===== config.mk =====
export PLATFORM = sky130hd
export DESIGN_NAME = fpu_host_if
export DESIGN_NICKNAME = d
export VERILOG_FILES = /design/src/rtl/pa_fpu_pkg.sv /design/src/rtl/fpu_host_if.sv
export SDC_FILE = /design/constraint.sdc
export NUM_CORES = 1
export LEC_CHECK = 0
export CORE_MARGIN = 4
export CORE_UTILIZATION = 54
export DETAILED_ROUTE_END_ITERATION = 8
export GPL_TIMING_DRIVEN = 0
export PLACE_DENSITY = 0.93
export SETUP_SLACK_MARGIN = 0.1
export SLEW_MARGIN = 10
export SYNTH_ARGS = -nofsm -noshare
export SYNTH_HDL_FRONTEND = slang
export SYNTH_SLANG_ARGS = --single-unit

===== constraint.sdc =====
create_clock -name clk -period 4.3 [get_ports clk]
set_input_delay 1.075 -clock clk [delete_from_list [all_inputs] [get_ports clk]]
set_output_delay 1.075 -clock clk [all_outputs]
set_load 0.02 [all_outputs]

===== src/rtl/pa_fpu_pkg.sv =====
// pa_fpu: shared definitions for the FPU host port.
//   - fpu_op_e      : arithmetic opcodes carried on core_op
//   - REG_*         : host register addresses (compared against a zero-extended address)
//   - ST_*          : bit positions inside the status byte
//   - host_state_e  : host-interface FSM states
//   - QNAN          : result reported when the core times out
package pa_fpu;

    typedef enum logic [3:0] {
        op_add = 4'd0,
        op_sub = 4'd1,
        op_mul = 4'd2,
        op_div = 4'd3
    } fpu_op_e;

    localparam logic [31:0] REG_A0     = 32'h00;
    localparam logic [31:0] REG_B0     = 32'h04;
    localparam logic [31:0] REG_CMD    = 32'h08;
    localparam logic [31:0] REG_RES0   = 32'h09;
    localparam logic [31:0] REG_STATUS = 32'h0D;

    localparam int unsigned ST_BUSY     = 0;
    localparam int unsigned ST_CMD_END  = 1;
    localparam int unsigned ST_ERR_BUSY = 2;
    localparam int unsigned ST_ERR_TO   = 3;

    typedef enum logic [1:0] {
        S_IDLE,
        S_START,
        S_WAIT,
        S_DONE
    } host_state_e;

    localparam logic [31:0] QNAN = 32'h7FC0_0000;

endpackage


===== src/rtl/fpu_host_if.sv =====
// fpu_host_if: bus-side responder for the FPU's 8-bit host port.
//   Assembles operands A/B from byte writes, launches the core on a command
//   write, waits for core_done (or times out), and serves result/status reads.
// Ports:
//   clk, arst (async, active-low)
//   databus_in / databus_out  host write data / registered read data
//   addr, cs, rd, wr          register address and active-low strobes
//   end_ack                   host acknowledge of cmd_end
//   cmd_end, busy             completion flag (level until acked), op in progress
//   core_start/op/a/b         launch pulse, opcode and operands to the core
//   core_done/core_result     completion pulse and result from the core
module fpu_host_if
    import pa_fpu::*;
#(
    parameter int ADDR_W         = 6,
    parameter int DATA_W         = 8,
    parameter int OP_W           = 4,
    parameter int TIMEOUT_CYCLES = 1024
) (
    input  logic              clk,
    input  logic              arst,
    input  logic [DATA_W-1:0] databus_in,
    output logic [DATA_W-1:0] databus_out,
    input  logic [ADDR_W-1:0] addr,
    input  logic              cs,
    input  logic              rd,
    input  logic              wr,
    input  logic              end_ack,
    output logic              cmd_end,
    output logic              busy,
    output logic              core_start,
    output logic [OP_W-1:0]   core_op,
    output logic [31:0]       core_a,
    output logic [31:0]       core_b,
    input  logic              core_done,
    input  logic [31:0]       core_result
);

    localparam int CNT_W = (TIMEOUT_CYCLES > 1) ? $clog2(TIMEOUT_CYCLES) : 1;
    localparam logic [CNT_W-1:0] CNT_LAST = CNT_W'(TIMEOUT_CYCLES - 1);

    host_state_e      state, state_nx;
    logic [CNT_W-1:0] cnt;
    logic [31:0]      result;
    logic             err_to, err_busy;
    logic             wr_q;
    logic [31:0]      addr_u;
    logic             wr_act, rd_act, wr_commit;
    logic             op_wr, cmd_wr, cmd_accept;
    logic [7:0]       rd_byte;
    logic [7:0]       status_byte;

    assign addr_u = 32'(addr);
    assign wr_act = !cs && !wr;
    assign rd_act = !cs && !rd;

    // One commit per write pulse: only the first cycle of a held strobe counts.
    assign wr_commit  = wr_act && !wr_q;
    assign op_wr      = wr_commit && (addr_u < REG_CMD);
    assign cmd_wr     = wr_commit && (addr_u == REG_CMD);
    assign cmd_accept = cmd_wr && !busy;

    // ---------------- FSM: state register ----------------
    always_ff @(posedge clk or negedge arst) begin
        if (!arst) state <= S_IDLE;
        else       state <= state_nx;
    end

    // ---------------- FSM: next state ----------------
    always_comb begin
        state_nx = state;
        unique case (state)
            S_IDLE:  if (cmd_accept) state_nx = S_START;
            S_START: state_nx = S_WAIT;
            S_WAIT:  if (core_done || cnt == CNT_LAST) state_nx = S_DONE;
            // A command in DONE acts as an implicit ack and wins over end_ack.
            S_DONE: begin
                if (cmd_accept)   state_nx = S_START;
                else if (end_ack) state_nx = S_IDLE;
            end
            default: state_nx = S_IDLE;
        endcase
    end

    // ---------------- FSM: outputs ----------------
    always_comb begin
        busy       = (state == S_START) || (state == S_WAIT);
        cmd_end    = (state == S_DONE);
        core_start = (state == S_START);
    end

    // ---------------- register file, counter, result ----------------
    always_ff @(posedge clk or negedge arst) begin
        if (!arst) begin
            wr_q     <= 1'b0;
            core_a   <= '0;
            core_b   <= '0;
            core_op  <= '0;
            result   <= '0;
            err_to   <= 1'b0;
            err_busy <= 1'b0;
            cnt      <= '0;
        end else begin
            wr_q <= wr_act;

            if (op_wr && !busy) begin
                for (int unsigned i = 0; i < 4; i++) begin
                    if (addr_u == REG_A0 + i) core_a[8*i +: 8] <= databus_in[7:0];
                    if (addr_u == REG_B0 + i) core_b[8*i +: 8] <= databus_in[7:0];
                end
            end

            if ((op_wr || cmd_wr) && busy) err_busy <= 1'b1;

            if (cmd_accept) begin
                core_op  <= databus_in[OP_W-1:0];
                err_busy <= 1'b0;
                err_to   <= 1'b0;
            end

            if (state == S_START) cnt <= '0;
            else if (state == S_WAIT) cnt <= cnt + 1'b1;

            // core_done takes priority over a timeout landing on the same cycle.
            if (state == S_WAIT) begin
                if (core_done) begin
                    result <= core_result;
                end else if (cnt == CNT_LAST) begin
                    result <= QNAN;
                    err_to <= 1'b1;
                end
            end
        end
    end

    // ---------------- read path ----------------
    always_comb begin
        status_byte              = '0;
        status_byte[ST_BUSY]     = busy;
        status_byte[ST_CMD_END]  = cmd_end;
        status_byte[ST_ERR_BUSY] = err_busy;
        status_byte[ST_ERR_TO]   = err_to;
    end

    always_comb begin
        rd_byte = '0;
        unique case (addr_u)
            REG_A0:       rd_byte = core_a[7:0];
            REG_A0 + 1:   rd_byte = core_a[15:8];
            REG_A0 + 2:   rd_byte = core_a[23:16];
            REG_A0 + 3:   rd_byte = core_a[31:24];
            REG_B0:       rd_byte = core_b[7:0];
            REG_B0 + 1:   rd_byte = core_b[15:8];
            REG_B0 + 2:   rd_byte = core_b[23:16];
            REG_B0 + 3:   rd_byte = core_b[31:24];
            REG_CMD:      rd_byte = 8'(core_op);
            REG_RES0:     rd_byte = result[7:0];
            REG_RES0 + 1: rd_byte = result[15:8];
            REG_RES0 + 2: rd_byte = result[23:16];
            REG_RES0 + 3: rd_byte = result[31:24];
            REG_STATUS:   rd_byte = status_byte;
            default:      rd_byte = '0;
        endcase
    end

    always_ff @(posedge clk or negedge arst) begin
        if (!arst)       databus_out <= '0;
        else if (rd_act) databus_out <= DATA_W'(rd_byte);
        else             databus_out <= '0;
    end

endmodule


## After elaboration in Yosys (flattened, before gate mapping)

Cells that the tools add are included.
Widths: inputs -> output; s select.

- Register bits after elaboration: 123
- Latch bits: 0
- RAM bits: 0
- ROM bits: 0
- Bits of input ports: 53
- Output and inout port bits: 79
- Word-level logic and storage cells: 86
- Memories kept: 0

- Add/sub/neg operators: 1
- $mul: 0
- Divide/modulo/power cells: 0
- $lt $le $gt $ge: 1
- Equality and inequality tests: 20
- Shift-type cells: 0
- Muxes and demuxes: 17
- Bitwise gates (word level): 0
- Reductions and logical operators: 31

Operator list:

| operator | number |
|---|---|
| $pmux 8 s14 | 1 |
| $mux 32 | 2 |
| $eq 6x4->1 const B | 6 |
| $logic_not 32->1 | 1 |
| $eq 6x3->1 const B | 4 |
| $mux 10 | 2 |
| $reduce_and 2->1 | 9 |
| $eq 6x2->1 const B | 2 |
| $add 10x1->10 const B | 1 |
| $eq 10x10->1 const B | 1 |
| $logic_and 1x1->1 | 8 |
| $mux 2 | 4 |
| $mux 8 | 1 |
| $pmux 2 s4 | 1 |
| $eq 6x1->1 const B | 1 |
| $lt 6x4->1 const B | 1 |
| $mux 1 | 6 |
| $reduce_bool 2->1 | 3 |
| $logic_not 1->1 | 5 |
| $eq 2x2->1 const B | 2 |
| $ne 2x2->1 const B | 2 |
| $logic_or 1x1->1 | 3 |
| $ne 3x2->1 const B | 1 |
| $reduce_and 3->1 | 1 |
| 2 further kinds | 2 |

## Longest topological paths before layout

Gate-level depths: netlist (run 1).

- Word-level depth: 9
- Depth in mapped cells: 8
- Gate-level depth less buffers: 6

## Least setup slack after synthesis (run 1)

OpenSTA, ideal clock, no wires.

- Path type: input to register
- Start: input addr[0]
- End: register databus_out[5]
- Library setup time: 0.132 ns
- Data arrival time: 2.228 ns
- Required time: 4.168 ns
- Setup slack: 1.940 ns
- Stages: 8
- Path buffers: 4
- Cells stage by stage: buf_4 > buf_4 > buf_6 > buf_6 > mux2i_1 > nor3_1 > a221oi_1 > a21oi_1

- Word-level cells in the longest chain between the ends: 3
- Elaborated cells on any way between the ends: 16
- Classes of those cells: eq/ne: 13; mux: 2; reduce/logical: 1

Ends and longest elaborated chain:

| item | RTL line | RTL |
|---|---|---|
| from (decl) | fpu_host_if.sv:24 | `input logic [ADDR_W-1:0] addr,` |
| $logic_not 32->1, or another cell as far along | fpu_host_if.sv:147 | `unique case (addr_u)` |
| $pmux 8 s14 (*) | fpu_host_if.sv:147 |  |
| $mux 8 (*) | fpu_host_if.sv:168 | `else if (rd_act) databus_out <= DATA_W'(rd_byte);` |
| to (signal assigned) | fpu_host_if.sv:168 |  |
| to (decl) | fpu_host_if.sv:23 | `output logic [DATA_W-1:0] databus_out,` |

Every way passes the cells marked *; elsewhere a longest branch is shown, timed or not.
A chain may end at the register's enable or synchronous reset.

## Worst setup path after layout (run 1)

- Start: register state[0]
- End: output busy

- Word-level cells in the longest chain between the ends: 2
- Elaborated cells on any way between the ends: 3
- Classes of those cells: eq/ne: 2; reduce/logical: 1

Ends and longest elaborated chain:

| item | RTL line | RTL |
|---|---|---|
| from (decl) | fpu_host_if.sv:42 | `host_state_e state, state_nx;` |
| from (signal assigned) | fpu_host_if.sv:66 | `else state <= state_nx;` |
| $eq 2x1->1 or $eq 2x2->1 (tied branches) | fpu_host_if.sv:87 | `busy = (state == S_START) \|\| (state == S_WAIT);` |
| $logic_or 1x1->1 (*) | fpu_host_if.sv:87 |  |
| to (decl) | fpu_host_if.sv:30 | `output logic busy,` |

Marked as above.

==> results of run 1 <==
## worst min path at each step
stage | slack [ns] | startpoint | depth (start not counted) | end
floorplan | 0.45 | err_to | 2 | err_to
global placement | 0.48 | err_to | 2 | err_to
detailed placement | 0.48 | err_to | 2 | err_to
CTS | 0.51 | arst | 1 | result[21]
global route | 0.51 | result[21] | 1 | result[21]
finish | 0.50 | arst | 1 | result[16]
## cells in the final DEF, fill, tap and decap left out, types with 4 or more instances in the layout
cell | netlist | layout
mux2_2 | 77 | 77
clkinvlp_4 | 0 | 4
nand2_1 | 10 | 10
clkbuf_1 | 7 | 7
a22o_1 | 25 | 25
a32oi_1 | 4 | 4
ha_1 | 6 | 6
clkbuf_16 | 0 | 16
inv_1 | 7 | 7
nand3_1 | 8 | 8
nor3_1 | 10 | 10
nand4_1 | 4 | 4
inv_6 | 0 | 6
clkdlybuf4s50_1 | 0 | 128
nor2_1 | 10 | 10
xor2_1 | 4 | 4
buf_2 | 10 | 10
a21oi_1 | 13 | 13
a221o_1 | 6 | 6
o22a_1 | 9 | 9
mux2i_1 | 16 | 16
o22ai_1 | 5 | 5
mux4_2 | 5 | 5
nand2_2 | 4 | 4
buf_4 | 4 | 4
a22oi_1 | 6 | 6
and3_1 | 4 | 4
and2_1 | 4 | 4
dfrtp_1 | 123 | 123
## cell usage after synthesis, drive strengths merged (5+ instances only)
library cell  instances  area share
dfrtp               123        0.53
mux2                 80        0.16
a22o                 25       0.038
nand2                17       0.017
buf                  16       0.018
mux2i                16       0.028
a21oi                13       0.011
nor3                 12       0.012
nor2                 11      0.0076
o22a                  9       0.014
clkbuf                8      0.0054
nand3                 8      0.0069
inv                   7      0.0045
a221o                 6       0.010
a22oi                 6      0.0078
and2                  6      0.0067
ha                    6       0.013
mux4                  5       0.019
nand4                 5      0.0065
o22ai                 5      0.0054
## cell families (layout without fill, tap and decap cells)
kind of cell / after synthesis / after routing / synth area share
xor gates and xnor gates: 5 / 5 / 0.00755
muxes: 101 / 101 / 0.202
AOI/OAI and AO/OA: 93 / 93 / 0.124
DFF: 123 / 123 / 0.531
adders and majority gates: 6 / 6 / 0.0129
and+or+nand+nor: 84 / 84 / 0.0939
buffers and inverters: 32 / 194 / 0.0283
## stage by stage
stage / area (µm²) / TNS [ns] / hold slack (ns) / total power [mW]
2_1_floorplan: 5800 / 0 / 0.445 / 2.23
5_1_grt: 7870 / 0 / 0.509 / 4.29
3_5_place_dp: 7290 / 0 / 0.477 / 2.70
4_1_cts: 7870 / 0 / 0.506 / 4.12
3_3_place_gp: 7260 / -283.54 / 0.477 / 2.64
6_report: 7870 / 0 / 0.501 / 4.12
## worst max-delay path, delay by kind of cell (launching register included)
family | cells | cell delay (ns)
flip-flops | 1 | 0.39
buffers and inverters | 2 | 0.76
adder cells (fa/ha/maj) | 1 | 0.41
## final cells by class
type | instances | area (µm²) | share of cell area
buffer | 24 | 134 | 0.0170
tap | 136 | 170 | 0.0216
clock buffer | 17 | 414 | 0.0526
inverter | 8 | 30.0 | 0.00382
clock inverter | 15 | 164 | 0.0208
timing repair buffer | 130 | 1320 | 0.168
sequential | 123 | 3080 | 0.391
multi-input combinational | 289 | 2560 | 0.325
## power groups by stage
stage                     clock (mW)  sequential (mW)  combinational [mW]
final                           1.41             1.60                1.11
after global routing            1.47             1.63                1.19
after CTS                       1.42             1.60                1.11
after detailed placement           0             1.61                1.09
after global placement             0             1.59                1.04
after floorplan                    0             1.63               0.606
## metal layers
layer / share of wire / track usage / vias to the layer above
met5: 0 / 0 / -
met4: 0.030 / 0.103 / 0
met3: 0.10 / 0.106 / 58
met2: 0.48 / 0.450 / 295
met1: 0.39 / 0.365 / 2333
li1: - / - / 1996
## sequential cells by signal, summed over array words and instances (netlist names)
register and cells:
result 32, state 2, core_b 32, cnt 10, core_a 32, wr_q 1
err_to 1, err_busy 1, databus_out 8, core_op 4
==> flow_summary_export.csv, run 1 <==
group,metric,value,unit
status,status,"completed",
timing,fin_crit_sh,0.735,
power_and_ir_drop,ir_drop,349,µV
timing,period_needed,3.16,ns
synthesis,postSynthCellCount,444,
grt,grt.total_usage,0.286,
cells_and_area,final_nets,652,
clocking,clk_latency,0.53,ns
grt,grt_pass1_vias,4911,
die,fp-row-count,37,
route,wirelength,17.3,mm
synthesis,ys_types,65,
die,die_w,112,µm
route,first_iter_violations,400,
synthesis,syn_area,5800,µm²
power_and_ir_drop,p_leak,3.58,nW
timing,maxSlewHeadroom,0.576,
power_and_ir_drop,power.switching,1.33,mW
grt,grt_pass1_wl,27.7,mm
die,core-area,10400,µm²
cells_and_area,antenna_cells,0,
power_and_ir_drop,p_int,2.79,mW
timing,hold_viol_final,0,
worst_setup_path,critPathCapture,"busy",
clocking,cts_buffers,17,
worst_setup_path,path_cells,"inv_1, ha_1, clkdlybuf4s50_1",
clocking,htreeDepth,4,
synthesis,synth_edf_count,0,
timing,finalSetupViolCount,0,
timing,finClkSkew,0.0128,ns
clocking,ctsHoldBuffers,0,
route,antenna_left,0,
die,io_pins,132,
synthesis,seq_area_frac_synth,0.531,
synthesis,syn_area_per_cell,13.1,µm²
grt,antenna_found_initial,0,
cells_and_area,fillers,643,
synthesis,async_reset_ff_frac,1.00,
worst_setup_path,reg2reg_from,"state[0]",
worst_setup_path,cp.arrival,2.08,ns
route,firstDrtPassIters,5,
grt,grt_max_degree,70,
place,io_buffers,129,
clocking,numClockSinks,123,
timing,tightestPinTransition,0.630,ns
worst_setup_path,regToRegSetupSlack,1.93,ns
clocking,root_buffer,"clkbuf_8",
worst_setup_path,crit_fanout,5,
synthesis,synthesis.nets,503,
timing,rsz0062_at_grt,"false",
cells_and_area,drive_gt1_frac,0.246,
die,die_h,112,µm
min_path,worstHoldPathType,"in -> async",
cells_and_area,layoutNonFillerInstCount,742,
worst_setup_path,required,3.22,ns
worst_setup_path,worstSetupPathType,"reg -> out",
route,vias,4682,
synthesis,ys.flop_type,"dfrtp_1",
power_and_ir_drop,comb_power_share,0.269,
synthesis,ys_ff_latch,123,
worst_setup_path,slowest_delay,0.64,ns
power_and_ir_drop,switching_share,0.324,
clocking,cts_tree,"built",
clocking,clkTransAtPathRegs,0.06,ns
timing,timing.fmax,316,MHz
route,wl_per_cell,23.3,µm
cells_and_area,area_growth,35.7,%
route,drc_errors,0,
clocking,cts_resized,0,
timing,finalMaxSlewViolations,0,
grt,globalRoute.totalOverflow,0,
timing,setup_slack,1.14,ns
clocking,post-cts-setup-buffer-count,0,
power_and_ir_drop,p_seq_frac,0.390,
worst_setup_path,cp_slowest_cell,"clkdlybuf4s50_1",
worst_setup_path,r2r_end,"core_b[14]",
synthesis,synth_warnings,0,
place,dp.cells,710,
run,drv_cap,0,
clocking,cts_buffer_depth,2,
cells_and_area,final_util,0.759,
power_and_ir_drop,power_frac_clock,0.341,
place,gp_congestion,0.891,
worst_setup_path,r2r_cells,7,
worst_setup_path,cp-end-kind,"output port",
place,post-dp-hpwl,12.0,mm
die,dieArea,12500,µm²
worst_setup_path,critPathLaunchType,"register",
die,start_util,0.559,
power_and_ir_drop,p_per_area,524,nW/µm²
worst_setup_path,critPathLaunch,"state[0]",
place,post-place-ws,1.16,ns
route,viasPerCell,6.31,
(Power assumes the default switching activity.)
==> run 2, diff against run 1 <==
Settings changed: CORE_UTILIZATION 54 to 46, PLACE_DENSITY 0.93 to 0.85.
Clock period 4.3 ns to 2.7 ns, I/O delays scaled along.
==> run 2 against run 1 <==
Effect of this change: clock skew shrank 0.0083 ns; combinational power grew 58%; die area is 16% higher; final cell count up 4.3%; non-clock buffer count stayed put; sequential cell count unchanged; first-iteration DRC count is 2.8% lower; highest routed layer unchanged.
==> flow_summary_export.csv, run 2 (synthesis gave the netlist of run 1 again) <==
group,metric,value,unit
cells_and_area,antenna_cells,0,
route,antenna_left,0,
grt,grt_max_degree,67,
grt,grt_busiest_layer,"met2",
cells_and_area,layoutNonFillerInstCount,774,
clocking,clkTransAtPathRegs,0.06,ns
place,postPlaceCellArea,7330,µm²
cells_and_area,final_cell_mix,"clkdlybuf4s50_1 (126), dfrtp_1 (123), mux2_2 (77)",
grt,grt_pass1_vias,4851,
worst_setup_path,cp_slowest_cell,"clkdlybuf4s50_1",
route,first_iter_violations,389,
clocking,numClockSinks,123,
power_and_ir_drop,p_per_area,834,nW/µm²
grt,globalRoute.totalOverflow,0,
timing,fin_crit_sh,0.898,
worst_setup_path,worst-path-stages,2,
worst_setup_path,critPathLaunchType,"register",
clocking,cts_buffers,17,
clocking,root_buffer,"clkbuf_16",
grt,grt.total_usage,0.252,
worst_setup_path,r2r_cells,7,
timing,finalMaxSlewViolations,0,
die,fp-row-count,40,
worst_setup_path,path_buf_inv,1,
status,status,"completed",
grt,use_met1,0.322,
cells_and_area,drive_gt1_frac,0.246,
timing,finClkSkew,0.00447,ns
die,start_util,0.477,
grt,grt_pass1_wl,27.6,mm
grt,met2_usage,0.410,
timing,finalSetupViolCount,0,
place,dp.cells,742,
route,wl_per_cell,22.9,µm
timing,maxSlewHeadroom,0.589,
min_path,worstHoldPathType,"in -> async",
worst_setup_path,cp.arrival,1.75,ns
cells_and_area,area_growth,37.0,%
cells_and_area,final_common_cell,"clkdlybuf4s50_1",
clocking,cts_buffer_depth,2,
route,wirelength,17.7,mm
route,viasPerCell,5.91,
place,io_buffers,129,
worst_setup_path,worstSetupPathType,"reg -> out",
die,io_pins,132,
clocking,cts_tree,"built",
power_and_ir_drop,p_leak,3.61,nW
power_and_ir_drop,power,6.63,mW
timing,fin_setup_tns,0,ns
worst_setup_path,crit_fanout,4,
timing,hold_ws,0.219,ns
route,drc_errors,0,
clocking,clk_latency,0.41,ns
worst_setup_path,path_cells,"ha_1, clkdlybuf4s50_1",
worst_setup_path,cp-end-kind,"output port",
route,firstDrtPassIters,5,
grt,grt_use_met3,0.0814,
cells_and_area,top_regs,"core_a x32, core_b x32, result x32",
cells_and_area,stdcell_area,7940,µm²
die,die_h,120,µm
worst_setup_path,slowest_delay,0.65,ns
die,core-area,12200,µm²
clocking,htreeDepth,4,
timing,period_needed,2.42,ns
place,post-dp-hpwl,12.3,mm
place,gp_congestion,0.841,
run,drv_cap,0,
clocking,post-cts-setup-buffer-count,0,
clocking,ctsHoldBuffers,0,
die,dieArea,14500,µm²
timing,tightestPinTransition,0.616,ns
route,vias,4575,
timing,hold_viol_final,0,
timing,timing.fmax,412,MHz
die,die_w,120,µm
timing,rsz0062_at_grt,"false",
worst_setup_path,required,2.03,ns
worst_setup_path,crit_family,"buffers and inverters",
grt,antenna_found_initial,0,
power_and_ir_drop,ir_drop,546,µV
cells_and_area,final_nets,652,
==> run 2: metal layers <==
metal  up-vias  routed length [µm]
li1       1997                   -
met1      2316                7310
met2       234                8660
met3        28                1500
met4         0                 270
met5         -                   0
==> run 2: cell type report <==
cell class                 count  area, µm²
fill                         878       4220
sequential                   123       3080
multi-input combinational    289       2560
timing repair buffer         130       1320
clock buffer                  20        467
tap                          168        210
clock inverter                12        145
buffer                        24        134
inverter                       8       30.0
==> run 2: repair_timing <==
| action | 4_1_cts | 5_1_grt |
|---|---|---|
| resized for setup | 1 | 1 |
| pin swaps | 0 | 0 |
| setup endpoints to repair | 1 | 1 |
==> run 2: worst paths after layout <==
check / slack [ns] / start / end
hold reg to reg: 0.49 / result[22] / result[22]
hold / removal: 0.22 / arst / core_b[29]
min in group clk: 0.49 / result[22] / result[22]
setup / recovery: 0.28 / state[1] / cmd_end
max in group asynchronous: 1.77 / arst / cnt[3]
setup reg to reg: 0.37 / state[0] / core_b[13]
==> run 2: power breakdown <==
group	leakage (nW)	total [mW]	internal [mW]	switching [mW]
Combinational	1.68	1.75	0.857	0.889
Sequential	1.63	2.55	2.24	0.311
Clock	0.294	2.33	1.51	0.819
==> run 2: metrics by stage <==
| stage | setup WS [ns] | util |
|---|---|---|
| CTS | 0.131 | 0.653 |
| floorplan | 0.571 | - |
| global route | 0.231 | 0.653 |
| global placement | -3.48 | 0.600 |
| detailed placement | -0.0126 | 0.603 |
| finish | 0.275 | 0.653 |
